$ cat src/rtl/vga_rect_fill.sv
// Rectangle fill engine: clips a corner-pair command to the visible area and issues one
// 8-bit Avalon-MM pixel write per covered pixel. Optional abort input under RECT_FILL_ABORT_EN.
module vga_rect_fill #(
    parameter int H_RES = 640,
    parameter int V_RES = 480
) (
    input  logic        clk,
    input  logic        reset,
`ifdef RECT_FILL_ABORT_EN
    input  logic        abort,
`endif
    input  logic        cmd_valid,
    output logic        cmd_ready,
    input  logic [9:0]  cmd_x0,
    input  logic [9:0]  cmd_x1,
    input  logic [9:0]  cmd_y0,
    input  logic [9:0]  cmd_y1,
    input  logic [7:0]  cmd_colour,
    output logic [19:0] m_address,
    output logic        m_chipselect,
    output logic        m_write,
    output logic [31:0] m_writedata,
    input  logic        m_waitrequest,
    output logic        busy,
    output logic        done,
    output logic [18:0] pix_count
);
    localparam logic [10:0] H_LIM    = 11'(H_RES);
    localparam logic [10:0] V_LIM    = 11'(V_RES);
    localparam logic [9:0]  X_LAST   = 10'(H_RES - 1);
    localparam logic [9:0]  Y_LAST   = 10'(V_RES - 1);
    localparam logic [18:0] ROW_STEP = 19'(H_RES);

    typedef enum logic [1:0] {
        ST_IDLE,
        ST_SETUP,
        ST_WRITE,
        ST_DONE
    } state_t;

    state_t      state_reg, state_next;
    logic [9:0]  x0_reg, x0_next, x1_reg, x1_next;
    logic [9:0]  y0_reg, y0_next, y1_reg, y1_next;
    logic [7:0]  colour_reg, colour_next;
    logic [9:0]  x_reg, x_next, y_reg, y_next;
    logic [9:0]  xmin_reg, xmin_next, xmax_reg, xmax_next, ymax_reg, ymax_next;
    logic [18:0] row_base_reg, row_base_next;
    logic [18:0] addr_reg, addr_next;
    logic [18:0] pix_count_reg, pix_count_next;
    logic        abort_pend_reg, abort_pend_next;
    logic        abort_in;

`ifdef RECT_FILL_ABORT_EN
    assign abort_in = abort;
`else
    assign abort_in = 1'b0;
`endif

    // Corner ordering and clipping of the captured command, used during SETUP.
    logic [9:0] sx_lo, sx_hi, sy_lo, sy_hi, sx_max, sy_max;
    logic       rect_empty;

    assign sx_lo      = (x0_reg < x1_reg) ? x0_reg : x1_reg;
    assign sx_hi      = (x0_reg < x1_reg) ? x1_reg : x0_reg;
    assign sy_lo      = (y0_reg < y1_reg) ? y0_reg : y1_reg;
    assign sy_hi      = (y0_reg < y1_reg) ? y1_reg : y0_reg;
    assign sx_max     = (sx_hi > X_LAST) ? X_LAST : sx_hi;
    assign sy_max     = (sy_hi > Y_LAST) ? Y_LAST : sy_hi;
    assign rect_empty = ({1'b0, sx_lo} >= H_LIM) || ({1'b0, sy_lo} >= V_LIM);

    // ymin * H_RES as a chain of constant shift-adds; zero bits of H_RES collapse away.
    logic [18:0]        ymin_w;
    logic [10:0][18:0]  pp_sum;
    logic [18:0]        row_base_calc;

    assign ymin_w    = {9'b0, sy_lo};
    assign pp_sum[0] = '0;

    generate
        for (genvar gi = 0; gi < 10; gi++) begin : g_row_mul
            if (ROW_STEP[gi]) begin : g_add
                assign pp_sum[gi+1] = pp_sum[gi] + (ymin_w << gi);
            end else begin : g_skip
                assign pp_sum[gi+1] = pp_sum[gi];
            end
        end
    endgenerate

    assign row_base_calc = pp_sum[10];

    always_ff @(posedge clk) begin
        if (reset) begin
            state_reg      <= ST_IDLE;
            x0_reg         <= '0;
            x1_reg         <= '0;
            y0_reg         <= '0;
            y1_reg         <= '0;
            colour_reg     <= '0;
            x_reg          <= '0;
            y_reg          <= '0;
            xmin_reg       <= '0;
            xmax_reg       <= '0;
            ymax_reg       <= '0;
            row_base_reg   <= '0;
            addr_reg       <= '0;
            pix_count_reg  <= '0;
            abort_pend_reg <= 1'b0;
        end else begin
            state_reg      <= state_next;
            x0_reg         <= x0_next;
            x1_reg         <= x1_next;
            y0_reg         <= y0_next;
            y1_reg         <= y1_next;
            colour_reg     <= colour_next;
            x_reg          <= x_next;
            y_reg          <= y_next;
            xmin_reg       <= xmin_next;
            xmax_reg       <= xmax_next;
            ymax_reg       <= ymax_next;
            row_base_reg   <= row_base_next;
            addr_reg       <= addr_next;
            pix_count_reg  <= pix_count_next;
            abort_pend_reg <= abort_pend_next;
        end
    end

    always_comb begin
        state_next      = state_reg;
        x0_next         = x0_reg;
        x1_next         = x1_reg;
        y0_next         = y0_reg;
        y1_next         = y1_reg;
        colour_next     = colour_reg;
        x_next          = x_reg;
        y_next          = y_reg;
        xmin_next       = xmin_reg;
        xmax_next       = xmax_reg;
        ymax_next       = ymax_reg;
        row_base_next   = row_base_reg;
        addr_next       = addr_reg;
        pix_count_next  = pix_count_reg;
        abort_pend_next = abort_pend_reg;

        case (state_reg)
            ST_IDLE: begin
                if (cmd_valid) begin
                    x0_next         = cmd_x0;
                    x1_next         = cmd_x1;
                    y0_next         = cmd_y0;
                    y1_next         = cmd_y1;
                    colour_next     = cmd_colour;
                    pix_count_next  = '0;
                    abort_pend_next = 1'b0;
                    state_next      = ST_SETUP;
                end
            end
            ST_SETUP: begin
                if (rect_empty || abort_in) begin
                    state_next = ST_DONE;
                end else begin
                    xmin_next     = sx_lo;
                    xmax_next     = sx_max;
                    ymax_next     = sy_max;
                    x_next        = sx_lo;
                    y_next        = sy_lo;
                    row_base_next = row_base_calc;
                    addr_next     = row_base_calc + {9'b0, sx_lo};
                    state_next    = ST_WRITE;
                end
            end
            ST_WRITE: begin
                if (abort_in) begin
                    abort_pend_next = 1'b1;
                end
                // Everything advances only on an accepted write; a stall holds the bus.
                if (!m_waitrequest) begin
                    pix_count_next = pix_count_reg + 19'd1;
                    if (abort_in || abort_pend_reg) begin
                        state_next = ST_DONE;
                    end else if (x_reg < xmax_reg) begin
                        x_next    = x_reg + 10'd1;
                        addr_next = addr_reg + 19'd1;
                    end else if (y_reg < ymax_reg) begin
                        x_next        = xmin_reg;
                        y_next        = y_reg + 10'd1;
                        row_base_next = row_base_reg + ROW_STEP;
                        addr_next     = row_base_reg + ROW_STEP + {9'b0, xmin_reg};
                    end else begin
                        state_next = ST_DONE;
                    end
                end
            end
            ST_DONE: begin
                state_next = ST_IDLE;
            end
            default: begin
                state_next = ST_IDLE;
            end
        endcase
    end

    assign cmd_ready    = (state_reg == ST_IDLE);
    assign m_write      = (state_reg == ST_WRITE);
    assign m_chipselect = (state_reg == ST_WRITE);
    assign m_address    = {1'b0, addr_reg};
    assign m_writedata  = {24'b0, colour_reg};
    assign busy         = (state_reg != ST_IDLE);
    assign done         = (state_reg == ST_DONE);
    assign pix_count    = pix_count_reg;

endmodule
$ cat config.mk
export PLATFORM = sky130hd
export DESIGN_NAME = vga_rect_fill
export DESIGN_NICKNAME = d
export VERILOG_FILES = /design/src/rtl/vga_rect_fill.sv
export SDC_FILE = /design/constraint.sdc
export NUM_CORES = 1
export LEC_CHECK = 0
export ABC_AREA = 1
export BUFFER_PORTS_ARGS = -buffer_cell sky130_fd_sc_hd__buf_2
export CAP_MARGIN = 20
export CORE_AREA = 2 2 142 144
export DETAILED_ROUTE_END_ITERATION = 12
export DIE_AREA = 0 0 144 146
export PLACE_DENSITY_LB_ADDON = 0.25
export SLEW_MARGIN = 30
export SYNTH_ARGS = -nofsm -noshare
export SYNTH_HDL_FRONTEND = slang
export SYNTH_SLANG_ARGS = --single-unit
$ cat constraint.sdc
create_clock -name clk -period 7.6 [get_ports clk]
set_input_delay 0.76 -clock clk [delete_from_list [all_inputs] [get_ports clk]]
set_output_delay 0.76 -clock clk [all_outputs]
set_load 0.01 [all_outputs]
## After elaboration in Yosys (flattened, before gate mapping)

Cells that the tools add are included.

| word-level totals | value |
|---|---|
| bits in registers | 157 |
| output and inout bits | 76 |
| word-level logic and storage cells | 87 |

| cells by class | value |
|---|---|
| add/subtract/negate cells | 8 |
| magnitude comparators | 8 |
| equality and inequality tests | 10 |
| mux-type cells | 35 |
| bitwise gates (word level) | 1 |
| reductions and logical operators | 11 |

Operators by type and width:

| kind | count |
|---|---|
| 19-bit 2-to-1 mux | 10 |
| 10-bit 2-to-1 mux | 14 |
| 19-bit one-hot mux with 2 select lines | 3 |
| 10-bit < comparator | 4 |
| 10-bit one-hot mux with 2 select lines | 2 |
| 19-bit by 1-bit adder with 19-bit output (second input constant) | 2 |
| 19-bit by 10-bit adder with 19-bit output | 2 |
| 10-bit by 1-bit adder with 10-bit output (second input constant) | 2 |
| 17-bit by 19-bit adder with 19-bit output | 1 |
| 19-bit by 10-bit adder with 19-bit output (second input constant) | 1 |
| 10-bit greater-or-equal comparator (second input constant) | 1 |
| 10-bit by 9-bit greater-or-equal comparator with 1-bit output (second input constant) | 1 |
| 10-bit > comparator (second input constant) | 1 |
| 10-bit by 9-bit > comparator with 1-bit output (second input constant) | 1 |
| 2-bit inequality test (second input constant) | 5 |
| 2-bit 2-to-1 mux | 4 |
| 2-bit one-hot mux with 4 select lines | 1 |
| 4-bit AND reduction | 2 |
| 2-bit nonzero test | 3 |
| 5-bit AND reduction | 1 |
| 2-bit equality test (second input constant) | 2 |
| 2-bit AND reduction | 2 |
| 3-bit by 1-bit inequality test with 1-bit output (second input constant) | 1 |
| 3-bit AND reduction | 1 |
| other kinds (6) | 6 |

## Logic depth before layout (Yosys ltp)

Gate-level depths: netlist of run 1.

| logic depth | value |
|---|---|
| depth after elaboration | 6 |
| depth in mapped cells | 30 |

## Worst setup path after synthesis of run 1

Ideal clock, no wire load.

| timing | value |
|---|---|
| path type | reg-to-reg |
| start | reg y1_reg[3] |
| end | reg addr_reg[16] |
| setup time | 117 ps |
| arrival time | 3,407 ps |
| slack | 4,075 ps |
| cell stages (with the launch flop) | 27 |
| path buffers | 3 |
| cell sequence | dfxtp_1 inv_1 ha_1 nand2_1 nand2_1 nand2_1 nand2_1 nand2_1 nand3_4 buf_8 buf_6 buf_2 o21ai_0 ha_1 ha_1 nand3_1 and2_1 inv_1 nand2_1 nor2_2 nand2_2 nor2_4 nand2_2 o21ai_0 nand3_1 nor2_1 nor2_1 |

| between the ends | value |
|---|---|
| longest elaborated chain between the ends | 6 |
| elaborated cells on any way between the ends | 10 |
| those cells by class | add/sub: 2; order compare: 2; eq/ne: 1; mux: 3; reduce/logical: 2 |

Ends and longest elaborated chain:

| what | RTL line | source |
|---|---|---|
| start: declaration | 43 | `logic [9:0] y0_reg, y0_next, y1_reg, y1_next;` |
| start signal: assignment | 113 | `y1_reg <= y1_next;` |
| 10-bit < comparator | 65 | `assign sy_lo = (y0_reg < y1_reg) ? y0_reg : y1_reg;` |
| 10-bit 2-to-1 mux (*) | 65 |  |
| 17-bit by 19-bit adder with 19-bit output or 10-bit by 9-bit greater-or-equal comparator with 1-bit output (tied branches) | 82, 69 |  |
| 19-bit by 10-bit adder with 19-bit output or 1-bit logical OR (tied branches) | 167, 69 |  |
| 19-bit 2-to-1 mux or 2-bit inequality test (tied branches) | - |  |
| 19-bit one-hot mux with 2 select lines or 4-bit AND reduction (tied branches) | - |  |
| end signal: assignment | 121 | `addr_reg <= addr_next;` |
| end: declaration | 48 | `logic [18:0] addr_reg, addr_next;` |

Mark *: on every way between the ends. The rest lies on a longest branch, timed or not. The select of a mux whose other input is x is not followed.
A chain may end at the register's enable or synchronous reset.

## Worst setup path after layout of run 1

| timing | value |
|---|---|
| start | reg y1_reg[3] |
| end | reg addr_reg[18] |

Same word-level chain as after synthesis.

==> impl_metrics.toml, run 1 <==
[global_routing]
grt_pass1_vias = 8328
grt_pass1_wl_um = 39350
antenna_found_initial = 0
track_usage = 0.2287
grt_max_degree = 115
overflow = 0

[critical_path]
cpPeakStageDelay_ns = 0.56
path_max_fanout = 42
cp_slowest_cell = "o21ai_0"
startpoint_type = "flip-flop"
crit_top_cell = "nand2_1"
critical_path_arrival_ns = 4.56
cpLargestDelayFamily = "simple AND/OR/NAND/NOR gates"
r2r_slack_ns = 3.40
cp.required_ns = 7.95
crit_path_end_kind = "flip-flop"
worst-setup-path-type = "reg -> reg"
cp_cell_sequence = "inv_1, ha_1, nand2_1, nand2_1, nand2_1, nand2_1, nand2_1, nand3_4, o21ai_0, ha_1, ha_1, nand3_1, and2_1, inv_1, nand2_1, nor2_2, nand2_2, nor2_4, nand2_2, nor2_4, nand3_1, nand2_1, nand2_1, a21oi_2"
crit_buf_inv = 2

[min_path]
hold_path.class = "reg -> reg"

[logic_synthesis]
synthXorXnorAreaFrac = 0.03638
syn_area_sq_mm = 0.009629
synthFlopType = "dfxtp_1"
synth_top_area_share = 0.3119
yosysUniqueCellTypes = 54
synth.most_common_cell = "nand2_1"
synthTopCellsByArea = "dfxtp_1 31%, nand2_1 11%, o21ai_0 8.3%, ha_1 7.4%, inv_1 6.2%"
ys_ff_latch = 150
synth_top_family_by_area = "simple AND/OR/NAND/NOR gates"
synth-edff-count = 0
synth_common_cells = "279 x nand2_1, 160 x o21ai_0, 158 x inv_1, 150 x dfxtp_1, 125 x nor2_1"
yosys_warnings = 0
synth-simple-area-share = 0.2456
synth.area.mux_share = 0.001040
ys_seq_area_frac = 0.3119
synth_top_area_cell = "dfxtp_1"
synth_cells = 1424
synth_area_per_cell_sq_um = 6.762
synth_async_sr_flop_share = 0
synthAdderAreaFrac = 0.07614
synth_compound_area_frac = 0.2154

[cts]
post_cts_buffers = 0
cts_resized = 0
numCtsBuffers = 17
postCtsHoldBufs = 0
ctsRootBufferMaster = "clkbuf_16"
cts.reportedPaths.clkPinSlew_ns = 0.06
cts_sinks = 150
cts_tree = "yes"
htreeDepth = 4
clk_latency_ns = 0.43
cts.path.max_buffers = 2

[timing]
setup_viol_count_final = 0
fin_ws_ns = 3.395
finClkSkew_ns = 0.01213
slew_violations = 0
worst_pin_slew_ns = 0.7898
timing_hold_violations_final = 0
fin_tns_setup_ns = 0
fin_crit_sh = 0.5532
max_clock_freq_ghz = 0.2378
rsz0062_at_grt = "no"
relSlewSlack = 0.4727
period_minus_slack_ns = 4.205

[final_layout]
nets = 1595
instances_no_fill = 1764
post_route_cells_drive_above_1_share = 0.1255
area_growth_pct = 11.52
utilization = 0.5554

[power_and_ir_drop]
power_leakage_nw = 4.851
ir_worst_vdd_uv = 188.7
p_per_area_mw_per_mm2 = 444.1
fin_total_pwr_mw = 4.769

[route]
vias_per_cell = 5.200
drt_iter0_markers = 442
drt-total-wl_um = 23600
wl_per_cell_um = 13.38
vias = 9172
drc = 0
dr.pass1.iters = 5
ant_nets = 0

[floorplanning]
die_y_um = 146
dieArea_sq_mm = 0.02102
die_w_um = 144
core_sq_mm = 0.01933
start_util = 0.4980
rows = 51
ios = 128

[run_status]
status = "complete, no violations"

[placement]
dp_slack_ns = 3.481
port-buffer-count = 102
dp_hpwl_um = 17060
gp_congestion = 0.8427
place_inst = 1731

[run]
cap_viol_max_count = 0
==> per-layer routing <==
layer  global-route usage  vias up  part of all wire
li1                     -     4801                 -
met1               0.3210     4103              0.49
met2               0.3614      240              0.44
met3              0.03949       28             0.056
met4              0.06275        0             0.014
met5                    0        -                 0
==> worst reg2reg max path: stages, from the launching register on <==
cell and delay [ns]:
dfxtp_1 0.36, inv_1 0.08, ha_1 0.28, nand2_1 0.07
nand2_1 0.06, nand2_1 0.05, nand2_1 0.04, nand2_1 0.30
nand3_4 0.41, o21ai_0 0.56, ha_1 0.34, ha_1 0.34
nand3_1 0.09, and2_1 0.16, inv_1 0.07, nand2_1 0.07
nor2_2 0.13, nand2_2 0.09, nor2_4 0.11, nand2_2 0.08
nor2_4 0.11, nand3_1 0.07, nand2_1 0.07, nand2_1 0.05
a21oi_2 0.14
==> kinds of logic after synthesis <==
| group | after synthesis |
|---|---|
| simple gates | 543 |
| compound gates | 377 |
| buf+inv | 254 |
| flops | 150 |
| fa+ha+maj | 58 |
| xor+xnor | 40 |
| other cells | 1 |
| mux | 1 |
==> worst paths after layout <==
path | startpoint | end | depth (start not counted)
worst max-delay path | y1_reg[3]$_SDFFE_PP0P_ | addr_reg[18]$_SDFFE_PP0P_ | 24
worst min register to register | xmin_reg[4]$_SDFFE_PP0P_ | xmin_reg[4]$_SDFFE_PP0P_ | 2
worst max register to register | y1_reg[3]$_SDFFE_PP0P_ | addr_reg[18]$_SDFFE_PP0P_ | 24
worst min-delay path | xmin_reg[4]$_SDFFE_PP0P_ | xmin_reg[4]$_SDFFE_PP0P_ | 2
==> report_power, final <==
| part | switching (mW) | total, mW | internal, mW |
|---|---|---|---|
| combinational | 1.87 | 2.74 | 0.868 |
| clock | 0.343 | 0.859 | 0.516 |
| sequential | 0.173 | 1.17 | 1.00 |
| total | 2.38 | 4.77 | 2.39 |
==> layout make-up <==
type	count	area [sq um]
Fill cell	1892	8596
Multi-Input combinational cell	1044	5635
Sequential cell	150	3003
Inverter	163	611.8
Timing Repair Buffer	109	566.8
Clock buffer	20	436.7
Tap cell	265	331.6
Clock inverter	12	151.4
Antenna cell	1	2.502
==> metrics by stage <==
| step | instance area [sq um] | hold slack [ns] |
|---|---|---|
| final | 10740 | 0.4460 |
| after floorplan | 9719 | 0.4237 |
| after global routing | 10740 | 0.4774 |
| after CTS | 10730 | 0.4479 |
| after detailed placement | 10140 | 0.4381 |
| after global placement | 10140 | 0.4334 |
==> placed cells by master, fill, tap and decap left out, types with 4 or more instances in the layout <==
master       n
a211oi_1     4
a21oi_1    115
a31oi_1     28
buf_2      102
buf_4        6
clkbuf_16   17
clkinv_2     4
conb_1      25
dfxtp_1    150
ha_1        56
inv_1      157
inv_2        5
nand2_1    278
nand2_2     14
nand3_1     54
nand3_2      6
nand4_1     17
nor2_1     125
nor2_2       7
nor3_1      19
nor3b_1      6
o211ai_1    18
o21a_1       4
o21ai_0    160
o21ai_1     19
o21ai_2      5
o21bai_1     5
o31ai_1      8
or2_2        5
xnor2_1      9
xor2_1      31
Note: power is estimated with default switching activity, not from simulation.
==> inputs of run 2 (changes only) <==
==> constraint.sdc (replaced) <==
create_clock -name clk -period 3.45 [get_ports clk]
set_input_delay 0.345 -clock clk [delete_from_list [all_inputs] [get_ports clk]]
set_output_delay 0.345 -clock clk [all_outputs]
set_load 0.01 [all_outputs]
==> impl_metrics.toml, run 2 (synthesis gave the netlist of run 1 again) <==
[final_layout]
nets = 1626
area_growth_pct = 16.33
n_antenna_cell = 0
final_common_cell = "nand2_1"
post_route_cells_drive_above_1_share = 0.1674
fillCellCount = 1869
mostFrequentLayoutCells = "268 x nand2_1, 157 x inv_1, 154 x o21ai_0"
utilization = 0.5794
multi_input_area_sq_mm = 0.005831
instances_no_fill = 1794
regArea_sq_mm = 0.003009

[cts]
htreeDepth = 4
clk_latency_ns = 0.43
postCtsHoldBufs = 0
cts_sinks = 150
cts.path.max_buffers = 2
ctsRootBufferMaster = "clkbuf_16"
cts_tree = "yes"
cts.reportedPaths.clkPinSlew_ns = 0.07
numCtsBuffers = 17

[global_routing]
overflow = 0
grt_max_degree = 58
grt_pass1_vias = 8449
antenna_found_initial = 0
track_usage = 0.2331
grt_pass1_wl_um = 40310

[timing]
fin_tns_setup_ns = 0
finClkSkew_ns = 0.01583
relSlewSlack = 0.5189
slew_violations = 0
fin_ws_ns = 0.2449
timing_hold_violations_final = 0
setup_viol_count_final = 0
max_clock_freq_ghz = 0.3120
fin_crit_sh = 0.9290
period_minus_slack_ns = 3.205
rsz0062_at_grt = "yes"
worst_pin_slew_ns = 0.7209

[critical_path]
cpPeakStageDelay_ns = 0.34
r2r_start = "y1_reg[4]$_SDFFE_PP0P_"
crit_path_end_kind = "flip-flop"
crit_top_cell = "nand2_1"
path_max_fanout = 7
worst-setup-path-type = "reg -> reg"
cp_slowest_cell = "dfxtp_2"
r2r_slack_ns = 0.24
reg2reg_depth = 28
startpoint_type = "flip-flop"
cp.required_ns = 3.77
critical_path_arrival_ns = 3.53
rr_endpoint = "addr_reg[18]$_SDFFE_PP0P_"

[floorplanning]
start_util = 0.4980
rows = 51
ios = 128
core_sq_mm = 0.01933
die_y_um = 146
die_w_um = 144
dieArea_sq_mm = 0.02102

[route]
drt-total-wl_um = 24070
drc = 0
wl_per_cell_um = 13.42
ant_nets = 0
vias = 9357
dr.pass1.iters = 5
drt_iter0_markers = 541
vias_per_cell = 5.216

[placement]
dp_slack_ns = -0.01743
port-buffer-count = 102
gp_congestion = 0.8980
place_inst = 1756
dp_hpwl_um = 17540

[power_and_ir_drop]
ir_worst_vdd_uv = 636.5
power_leakage_nw = 5.034
p_per_area_mw_per_mm2 = 997.0

[run]
cap_viol_max_count = 0

[run_status]
status = "complete, no violations"

[min_path]
min_delay_path_depth = 3
min_from = "cmd_colour[2]"
min_to = "colour_reg[2]$_SDFFE_PP0P_"
hold_path.class = "in -> reg"
run 2: per-layer routing:
metal  vias to the layer above  share of wire  track usage
met3                        21          0.058      0.04376
met4                         0          0.011      0.05490
met1                      4238           0.49       0.3334
met5                         -              0            0
met2                       242           0.44       0.3629
li1                       4856              -            -
run 2: report_power, final:
group	leakage [nW]	total (mW)	switching (mW)	internal (mW)
clock	0.286	1.91	0.792	1.12
combinational	3.52	6.68	4.36	2.33
sequential	1.23	2.58	0.368	2.21
run 2: cell type report:
cell class,count,share of cell area
clock buffer,20,0.04077
clock inverter,12,0.01273
inverter,163,0.05462
multi-input combinational,1044,0.5205
sequential,150,0.2686
tap,265,0.02960
timing repair buffer,140,0.07316
run 2: worst max-delay path by stage:
stage	from	cells past startpoint	endpoint
global route	y1_reg[6]$_SDFFE_PP0P_	27	addr_reg[16]$_SDFFE_PP0P_
global placement	y1_reg[9]$_SDFFE_PP0P_	21	addr_reg[16]$_SDFFE_PP0P_
floorplan	y1_reg[3]$_SDFFE_PP0P_	26	addr_reg[16]$_SDFFE_PP0P_
CTS	y1_reg[7]$_SDFFE_PP0P_	22	addr_reg[16]$_SDFFE_PP0P_
finish	y1_reg[4]$_SDFFE_PP0P_	28	addr_reg[18]$_SDFFE_PP0P_
detailed placement	y1_reg[7]$_SDFFE_PP0P_	21	addr_reg[16]$_SDFFE_PP0P_
run 2: through the flow:
stage	instance area [sq um]	hold WS (ns)	power [mW]
floorplan	9719	0.4237	7.210
global placement	10340	0.4322	8.723
detailed placement	10340	0.4391	8.832
CTS	10970	0.1565	10.81
global route	11200	0.1795	12.24
finish	11200	0.1674	11.17
run 2: what timing repair did:
item                                    in CTS  in global routing
pin swaps                                    2                 12
resized for setup                            1                 51
buffers inserted                             3                  3
endpoints found under the setup margin       3                 32
run 2: worst max-delay path: cells and delay by family, from the launching register on:
| kind | cells | cell delay, ns |
|---|---|---|
| adders and majority gates | 2 | 0.45 |
| DFF | 1 | 0.34 |
| AOI/OAI and AO/OA | 2 | 0.30 |
| and+or+nand+nor | 19 | 1.59 |
| buffers and inverters | 5 | 0.38 |
